===== config.mk =====
export PLATFORM = sky130hd
export DESIGN_NAME = mem_arbiter
export DESIGN_NICKNAME = d
export VERILOG_FILES = /design/src/rtl/mem_arbiter.sv
export SDC_FILE = /design/constraint.sdc
export NUM_CORES = 1
export LEC_CHECK = 0
export BUFFER_PORTS_ARGS = -buffer_cell sky130_fd_sc_hd__clkbuf_2
export CELL_PAD_IN_SITES_DETAIL_PLACEMENT = 2
export CELL_PAD_IN_SITES_GLOBAL_PLACEMENT = 2
export CORE_MARGIN = 5
export CORE_UTILIZATION = 23
export CTS_CLUSTER_DIAMETER = 100
export CTS_CLUSTER_SIZE = 12
export DETAILED_ROUTE_END_ITERATION = 7
export HOLD_SLACK_MARGIN = 0.06
export PLACE_DENSITY_LB_ADDON = 0.1
export SYNTH_ARGS = -nofsm -noshare
export SYNTH_HDL_FRONTEND = slang
export SYNTH_SLANG_ARGS = --single-unit
export TNS_END_PERCENT = 30

===== constraint.sdc =====
create_clock -name ACLK -period 4.3 [get_ports ACLK]
set_clock_uncertainty 0.2 [all_clocks]
set_input_delay 0 -clock ACLK [delete_from_list [all_inputs] [get_ports ACLK]]
set_output_delay 0 -clock ACLK [all_outputs]
set_load 0.02 [all_outputs]

===== src/rtl/mem_arbiter.sv =====
// mem_arbiter: two-requester round-robin arbiter and sequencer in front of a
// single-port memory. The winning command is registered onto the mem_* bus,
// and read data is routed back to the originator two cycles after its grant.
// An owner may hold the grant with its lock input for at most MAX_BURST
// consecutive beats while the other requester is waiting.
// Optional feature: define MEM_ARB_PERF_EN to add the m0_beats, m1_beats and
// stall_cnt performance counters.
module mem_arbiter #(
    parameter int DATA_WIDTH = 32,
    parameter int DEPTH      = 1024,
    parameter int MAX_BURST  = 8,
    localparam int ADDR_W    = $clog2(DEPTH)
) (
    input  logic                  ACLK,
    input  logic                  ARESETn,
    input  logic                  m0_req,
    input  logic                  m0_we,
    input  logic                  m0_lock,
    input  logic [ADDR_W-1:0]     m0_addr,
    input  logic [DATA_WIDTH-1:0] m0_wdata,
    output logic                  m0_gnt,
    output logic                  m0_rvalid,
    output logic [DATA_WIDTH-1:0] m0_rdata,
    input  logic                  m1_req,
    input  logic                  m1_we,
    input  logic                  m1_lock,
    input  logic [ADDR_W-1:0]     m1_addr,
    input  logic [DATA_WIDTH-1:0] m1_wdata,
    output logic                  m1_gnt,
    output logic                  m1_rvalid,
    output logic [DATA_WIDTH-1:0] m1_rdata,
`ifdef MEM_ARB_PERF_EN
    output logic [31:0]           m0_beats,
    output logic [31:0]           m1_beats,
    output logic [31:0]           stall_cnt,
`endif
    output logic                  mem_en,
    output logic                  mem_we,
    output logic [ADDR_W-1:0]     mem_addr,
    output logic [DATA_WIDTH-1:0] mem_wdata,
    input  logic [DATA_WIDTH-1:0] mem_rdata
);

    localparam int CNT_W = (MAX_BURST < 1) ? 1 : $clog2(MAX_BURST + 1);
    localparam logic [CNT_W-1:0] BURST_MAX = CNT_W'(MAX_BURST);

    // Arbitration state
    logic                  last_grant_q, last_grant_d;
    logic                  lock_valid_q, lock_valid_d;
    logic                  lock_owner_q, lock_owner_d;
    logic [CNT_W-1:0]      burst_cnt_q,  burst_cnt_d;

    // Registered memory command
    logic                  mem_en_q,    mem_en_d;
    logic                  mem_we_q,    mem_we_d;
    logic [ADDR_W-1:0]     mem_addr_q,  mem_addr_d;
    logic [DATA_WIDTH-1:0] mem_wdata_q, mem_wdata_d;

    // Read return pipeline: stage 1 tracks the read on the mem bus,
    // stage 2 is the per-requester rvalid.
    logic                  rd1_valid_q, rd1_valid_d;
    logic                  rd1_tag_q,   rd1_tag_d;
    logic                  m0_rvalid_q, m0_rvalid_d;
    logic                  m1_rvalid_q, m1_rvalid_d;

`ifdef MEM_ARB_PERF_EN
    logic [31:0]           m0_beats_q,  m0_beats_d;
    logic [31:0]           m1_beats_q,  m1_beats_d;
    logic [31:0]           stall_cnt_q, stall_cnt_d;
`endif

    logic                  owner_req;
    logic                  other_req;
    logic                  accept;
    logic                  sel;
    logic                  sel_we;
    logic                  sel_lock;
    logic [ADDR_W-1:0]     sel_addr;
    logic [DATA_WIDTH-1:0] sel_wdata;

    assign owner_req = lock_owner_q ? m1_req : m0_req;
    assign other_req = lock_owner_q ? m0_req : m1_req;

    // Grant decision: lock override first, then round-robin on ties; no grant in reset
    always_comb begin
        m0_gnt = 1'b0;
        m1_gnt = 1'b0;
        if (ARESETn) begin
            if (lock_valid_q && owner_req) begin
                if ((burst_cnt_q >= BURST_MAX) && other_req) begin
                    m0_gnt = lock_owner_q;
                    m1_gnt = ~lock_owner_q;
                end else begin
                    m0_gnt = ~lock_owner_q;
                    m1_gnt = lock_owner_q;
                end
            end else if (m0_req && m1_req) begin
                m0_gnt = last_grant_q;
                m1_gnt = ~last_grant_q;
            end else begin
                m0_gnt = m0_req;
                m1_gnt = m1_req;
            end
        end
    end

    assign accept    = m0_gnt | m1_gnt;
    assign sel       = m1_gnt;
    assign sel_we    = sel ? m1_we    : m0_we;
    assign sel_lock  = sel ? m1_lock  : m0_lock;
    assign sel_addr  = sel ? m1_addr  : m0_addr;
    assign sel_wdata = sel ? m1_wdata : m0_wdata;

    // Next-state logic for the command register, lock tracking and read pipeline
    always_comb begin
        last_grant_d = last_grant_q;
        lock_valid_d = lock_valid_q;
        lock_owner_d = lock_owner_q;
        burst_cnt_d  = burst_cnt_q;
        mem_en_d     = accept;
        mem_we_d     = mem_we_q;
        mem_addr_d   = mem_addr_q;
        mem_wdata_d  = mem_wdata_q;
        rd1_valid_d  = accept & ~sel_we;
        rd1_tag_d    = sel;
        m0_rvalid_d  = rd1_valid_q & ~rd1_tag_q;
        m1_rvalid_d  = rd1_valid_q & rd1_tag_q;
        if (accept) begin
            last_grant_d = sel;
            mem_we_d     = sel_we;
            mem_addr_d   = sel_addr;
            mem_wdata_d  = sel_wdata;
            if (sel_lock) begin
                lock_valid_d = 1'b1;
                lock_owner_d = sel;
                if (lock_valid_q && (lock_owner_q == sel)) begin
                    burst_cnt_d = (burst_cnt_q >= BURST_MAX) ? BURST_MAX
                                                             : burst_cnt_q + CNT_W'(1);
                end else begin
                    burst_cnt_d = CNT_W'(1);
                end
            end else begin
                lock_valid_d = 1'b0;
                lock_owner_d = 1'b0;
                burst_cnt_d  = '0;
            end
        end
    end

`ifdef MEM_ARB_PERF_EN
    // Performance counters: accepted beats per requester and cycles with a waiting requester
    always_comb begin
        m0_beats_d  = m0_beats_q;
        m1_beats_d  = m1_beats_q;
        stall_cnt_d = stall_cnt_q;
        if (m0_gnt) begin
            m0_beats_d = m0_beats_q + 32'd1;
        end
        if (m1_gnt) begin
            m1_beats_d = m1_beats_q + 32'd1;
        end
        if ((m0_req && !m0_gnt) || (m1_req && !m1_gnt)) begin
            stall_cnt_d = stall_cnt_q + 32'd1;
        end
    end

    // Counter registers, cleared on reset and wrapping naturally
    always_ff @(posedge ACLK or negedge ARESETn) begin
        if (!ARESETn) begin
            m0_beats_q  <= '0;
            m1_beats_q  <= '0;
            stall_cnt_q <= '0;
        end else begin
            m0_beats_q  <= m0_beats_d;
            m1_beats_q  <= m1_beats_d;
            stall_cnt_q <= stall_cnt_d;
        end
    end

    assign m0_beats  = m0_beats_q;
    assign m1_beats  = m1_beats_q;
    assign stall_cnt = stall_cnt_q;
`endif

    // State registers; reset drops in-flight reads and favours requester 0 on the first tie
    always_ff @(posedge ACLK or negedge ARESETn) begin
        if (!ARESETn) begin
            last_grant_q <= 1'b1;
            lock_valid_q <= 1'b0;
            lock_owner_q <= 1'b0;
            burst_cnt_q  <= '0;
            mem_en_q     <= 1'b0;
            mem_we_q     <= 1'b0;
            mem_addr_q   <= '0;
            mem_wdata_q  <= '0;
            rd1_valid_q  <= 1'b0;
            rd1_tag_q    <= 1'b0;
            m0_rvalid_q  <= 1'b0;
            m1_rvalid_q  <= 1'b0;
        end else begin
            last_grant_q <= last_grant_d;
            lock_valid_q <= lock_valid_d;
            lock_owner_q <= lock_owner_d;
            burst_cnt_q  <= burst_cnt_d;
            mem_en_q     <= mem_en_d;
            mem_we_q     <= mem_we_d;
            mem_addr_q   <= mem_addr_d;
            mem_wdata_q  <= mem_wdata_d;
            rd1_valid_q  <= rd1_valid_d;
            rd1_tag_q    <= rd1_tag_d;
            m0_rvalid_q  <= m0_rvalid_d;
            m1_rvalid_q  <= m1_rvalid_d;
        end
    end

    assign mem_en    = mem_en_q;
    assign mem_we    = mem_we_q;
    assign mem_addr  = mem_addr_q;
    assign mem_wdata = mem_wdata_q;
    assign m0_rvalid = m0_rvalid_q;
    assign m1_rvalid = m1_rvalid_q;
    // The memory output register already holds the data; only the originator sees it
    assign m0_rdata  = m0_rvalid_q ? mem_rdata : '0;
    assign m1_rdata  = m1_rvalid_q ? mem_rdata : '0;

endmodule


* Word level (Yosys, flattened, before mapping) *
Cells that the tools add are included.

cells by class
  order comparisons = 1
  multiplexer cells = 21
  reduce and logical (&&, ||, !) cells = 4
  eq/ne operators = 1
  $add $sub $neg = 1
  bitwise operators = 8

operators with widths
  cell                   number
  $mux W32               3
  $mux W1                14
  $mux W4                3
  $mux W10               1
  $add A4 B1 Y4 const B  1
  $ge A4 B4 Y1 const B   1
  $logic_and A1 B1 Y1    4
  $not A1 Y1             4
  $and A1 B1 Y1          3
  $eq A1 B1 Y1           1
  $or A1 B1 Y1           1

storage, ports and cells
  register bits after elaboration = 55
  output and inout port bits = 112

* Longest topological paths before layout *
  depth in word-level cells = 9
  gate-level depth with buffers = 8

* Worst setup path after synthesis *
OpenSTA, ideal clock, no wires.

  path type = register to register
  start point = register last_grant_q
  end point = register lock_valid_q
  required time = 3977 ps
  setup time = 123 ps
  slack = 2451 ps
  data arrival time = 1525 ps
  stages on the path, launching flop included = 7
  path buffers = 0
  period minus slack after synthesis = 1849 ps
  cells stage by stage = dfstp_2 nand2b_1 a22oi_1 or3_1 inv_2 mux2i_1 o21ai_1

on the way
  elaborated cells between the ends (all ways) = 10

RTL lines
  element                 line  text
  from (decl)             48    logic last_grant_q, last_grant_d;
  from (signal assigned)  201   last_grant_q <= last_grant_d;
  $mux W1                 97    end else if (m0_req && m1_req) begin
  $mux W1                 89    if (lock_valid_q && owner_req) begin
  $mux W1                 88    if (ARESETn) begin
  net m0_gnt              21    output logic m0_gnt,
  $or A1 B1 Y1            107   assign accept = m0_gnt | m1_gnt;
  to (signal assigned)    202   lock_valid_q <= lock_valid_d;
  to (decl)               49    logic lock_valid_q, lock_valid_d;

The timed path passes the listed nets, and every way through them passes these cells.
A chain may end at the register's enable or synchronous reset.

* Worst setup path after layout *
  start point = register burst_cnt_q[3]
  end point = register mem_wdata_q[4] (netlist: mem_wdata[4])

on the way
  word-level cells in the longest chain between the ends = 6
  elaborated cells between the ends (all ways) = 10

ends and longest elaborated chain
  element                                   line      text
  from (decl)                               51        logic [CNT_W-1:0] burst_cnt_q, burst_cnt_d;
  from (signal assigned)                    204       burst_cnt_q <= burst_cnt_d;
  $ge A4 B4 Y1 (*)                          90        if ((burst_cnt_q >= BURST_MAX) && other_req) begin
  $logic_and A1 B1 Y1 (*)                   90
  $mux W1                                   90
  $mux W1                                   89
  $mux W1                                   88
  $mux W32 or $or A1 B1 Y1 (tied branches)  112, 107
  to (signal assigned)                      208       mem_wdata_q <= mem_wdata_d;
  to (decl)                                 57        logic [DATA_WIDTH-1:0] mem_wdata_q, mem_wdata_d;

Every way passes the cells marked *; elsewhere a longest branch is shown, timed or not.

==> metrics.cfg <==
[final_layout]
final_core_util=0.4139
postLayoutCellArea_um2=5482
mostFrequentLayoutCell=clkbuf_2
final_nets=763
stdcell_count=813
n_antenna_cell=0
drive_gt1_frac=0.4035
area_growth_pct=76.65
layout_common_cells=clkbuf_2, dlygate4sd3_1, and2_1

[setup_path]
path_class=reg2reg
cp.arrival_ns=3.08
path_cells=xor2_2 > o21ai_4 > nor2_4 > buf_12 > mux2i_1 > dlygate4sd3_1 > a21oi_1
worstPathMaxFanout=29
critPathCaptureType=flip-flop
critical_path.startpoint=burst_cnt_q[3]$_DFFE_PN0P_
slowest_delay_ns=0.65
r2r_start=burst_cnt_q[3]$_DFFE_PN0P_
cp.required_ns=4.26
crit_path_start_kind=flip-flop
crit_slowest_cell=nor2_4

[drt]
wl_per_cell_um=16.91
drtAntennaViolNets=0
num_vias=3639
firstDrtPassIters=4
drt_wl_total_mm=13.75
vias_per_cell=4.476
dr.first_iter.drc_count=45
drc=0

[power]
p_comb_frac=0.474
power_density_nw_per_um2=439.6
pwr-share-seq=0.352
swShare=0.4229
p_int_uw=1390
clkPwrFrac=0.174
p_leak_uw=0.002714
power.switching_uw=1019
vdd_ir_drop_max_mv=0.2058

[timing]
final_hold_viol_count=0
relSlewSlack=0.4613
slew_violations=0
worst_slack_ns=1.181
rsz0062_at_grt=false
setup-violations-final=0
fmax_mhz=320.6
period_minus_slack_ns=3.119
fin_crit_sh=0.7255
setup_tns_ns=0
tightest_slew_ns=0.8062

[synth]
netlist_area_um2=3103
synth.net_count=449
ys_types=39
synth_warnings=0
avgSynthCellArea_um2=9.607
async_flop_share=1.000
synth_cells=323
synth_edf_count=0
ys.flop_type=dfrtp_1
yosys.area.top_type_share=0.4355
yosysSeqAreaShare=0.4440
synth_top_area_cell=dfrtp_1
synth-seq-cells=55
synthTopCellsByArea=dfrtp_1, mux2i_1, and2_1

[die]
initial_utilization=0.2343
fp.dieArea_um2=15910
io_pins=236
die_height_um=126.2
core_um2=13240
dieWidth_um=126.2
rows=42

[clock_network]
htreeDepth=2
clk_pin_slew_ns=0.07
cts_sinks=55
postCtsHoldBufs=91
cts_root_buf=clkbuf_16
ctsResizeCount=0
postCtsSetupRepairBufs=0
cts_inserted_buffers=5
cts_buffer_depth=2
clk_latency_ns=0.29
cts_tree=yes

[run_status]
outcome=completed

[grt]
grt_overflow=0
grt_pass1_wl_mm=22.02
grt_max_degree=53
grtUsageTotal=0.1696
antenna_found_initial=0
grt_pass1_vias=4197

[place]
place_inst=715
post-place-ws_ns=1.648
hpwl_mm=9.609
dpl_cell_area_um2=4423
io_buffers=235
place_congestion=0.8755

[flow_run]
maxCapViolCount=0

[worst_hold_path]
hold_path.class=in2reg
hp-start=m1_req

-- worst max-delay path: cells and delay by family, from the launching register on --
| kind | cells | cell delay, ns |
|---|---|---|
| XOR/XNOR | 1 | 0.21 |
| AND/OR/NAND/NOR | 1 | 0.65 |
| AO/OA/AOI/OAI | 2 | 0.19 |
| multiplexers | 1 | 0.23 |
| flip-flops | 1 | 0.56 |
| buffers and inverters | 2 | 0.91 |
-- cells by family after synthesis --
logic type,synth area share
compound gates,0.1351
xor+xnor,0.005243
fa+ha+maj,0.008063
buf+inv,0.04798
flops,0.4440
mux,0.1419
simple gates,0.2177
-- per-layer routing --
layer,wire (um),GRT usage,up-vias,part of all wire
li1,-,-,1717,-
met1,4880,0.1728,1747,0.35
met2,7292,0.3280,161,0.53
met3,1386,0.06224,14,0.10
met4,191,0.03722,0,0.014
met5,0,0,-,0
-- synthesized netlist by cell type (3+ instances only) --
cell type / number
nand2_1: 6
dfrtp_1: 54
clkbuf_1: 7
buf_2: 11
o211ai_1: 3
nor2_1: 45
a21oi_1: 45
and2_1: 66
mux2i_1: 44
inv_1: 4
buf_6: 3
-- power by group through the flow --
stage          clock network (uW)  logic [uW]  registers [uW]
5_1_grt                       455        1240             880
6_report                      418        1140             849
3_3_place_gp                    0        1020             844
2_1_floorplan                   0         441            1030
4_1_cts                       438        1150             845
3_5_place_dp                    0        1040             852
-- final cells by class --
| class | instances | area [um2] |
|---|---|---|
| inverter | 5 | 18.77 |
| fill | 1524 | 7761 |
| sequential | 55 | 1378 |
| timing repair buffer | 330 | 2130 |
| tap | 176 | 220.2 |
| clock inverter | 1 | 8.758 |
| clock buffer | 6 | 138.9 |
| multi-input combinational | 240 | 1588 |
-- sequential cells by signal (all words and copies together), names as in the netlist --
register / cells
burst_cnt_q: 4
last_grant_q: 1
lock_owner_q: 1
lock_valid_q: 1
m0_rvalid: 1
m1_rvalid: 1
mem_addr: 10
mem_en: 1
mem_wdata: 32
mem_we: 1
rd1_tag_q: 1
rd1_valid_q: 1
-- final timing paths --
| path | cells after the start | slack, ns | to |
|---|---|---|---|
| max | 7 | 1.18 | mem_wdata[4]$_DFFE_PN0P_ |
| min | 5 | 0.12 | burst_cnt_q[1]$_DFFE_PN0P_ |
| max reg2reg | 7 | 1.18 | mem_wdata[4]$_DFFE_PN0P_ |
| min reg2reg | 1 | 0.23 | m0_rvalid$_DFF_PN0_ |
| max in group asynchronous | 3 | 3.08 | mem_wdata[18]$_DFFE_PN0P_ |
| min in group asynchronous | 3 | 0.35 | mem_wdata[26]$_DFFE_PN0P_ |
-- metrics by stage --
step / power (uW) / hold slack (ns)
floorplan: 1474 / -0.4956
global placement: 1859 / -0.3383
finish: 2410 / 0.1154
CTS: 2429 / 0.1057
detailed placement: 1893 / -0.3338
global route: 2579 / 0.1399
Note: power is estimated with default switching activity, not from simulation.
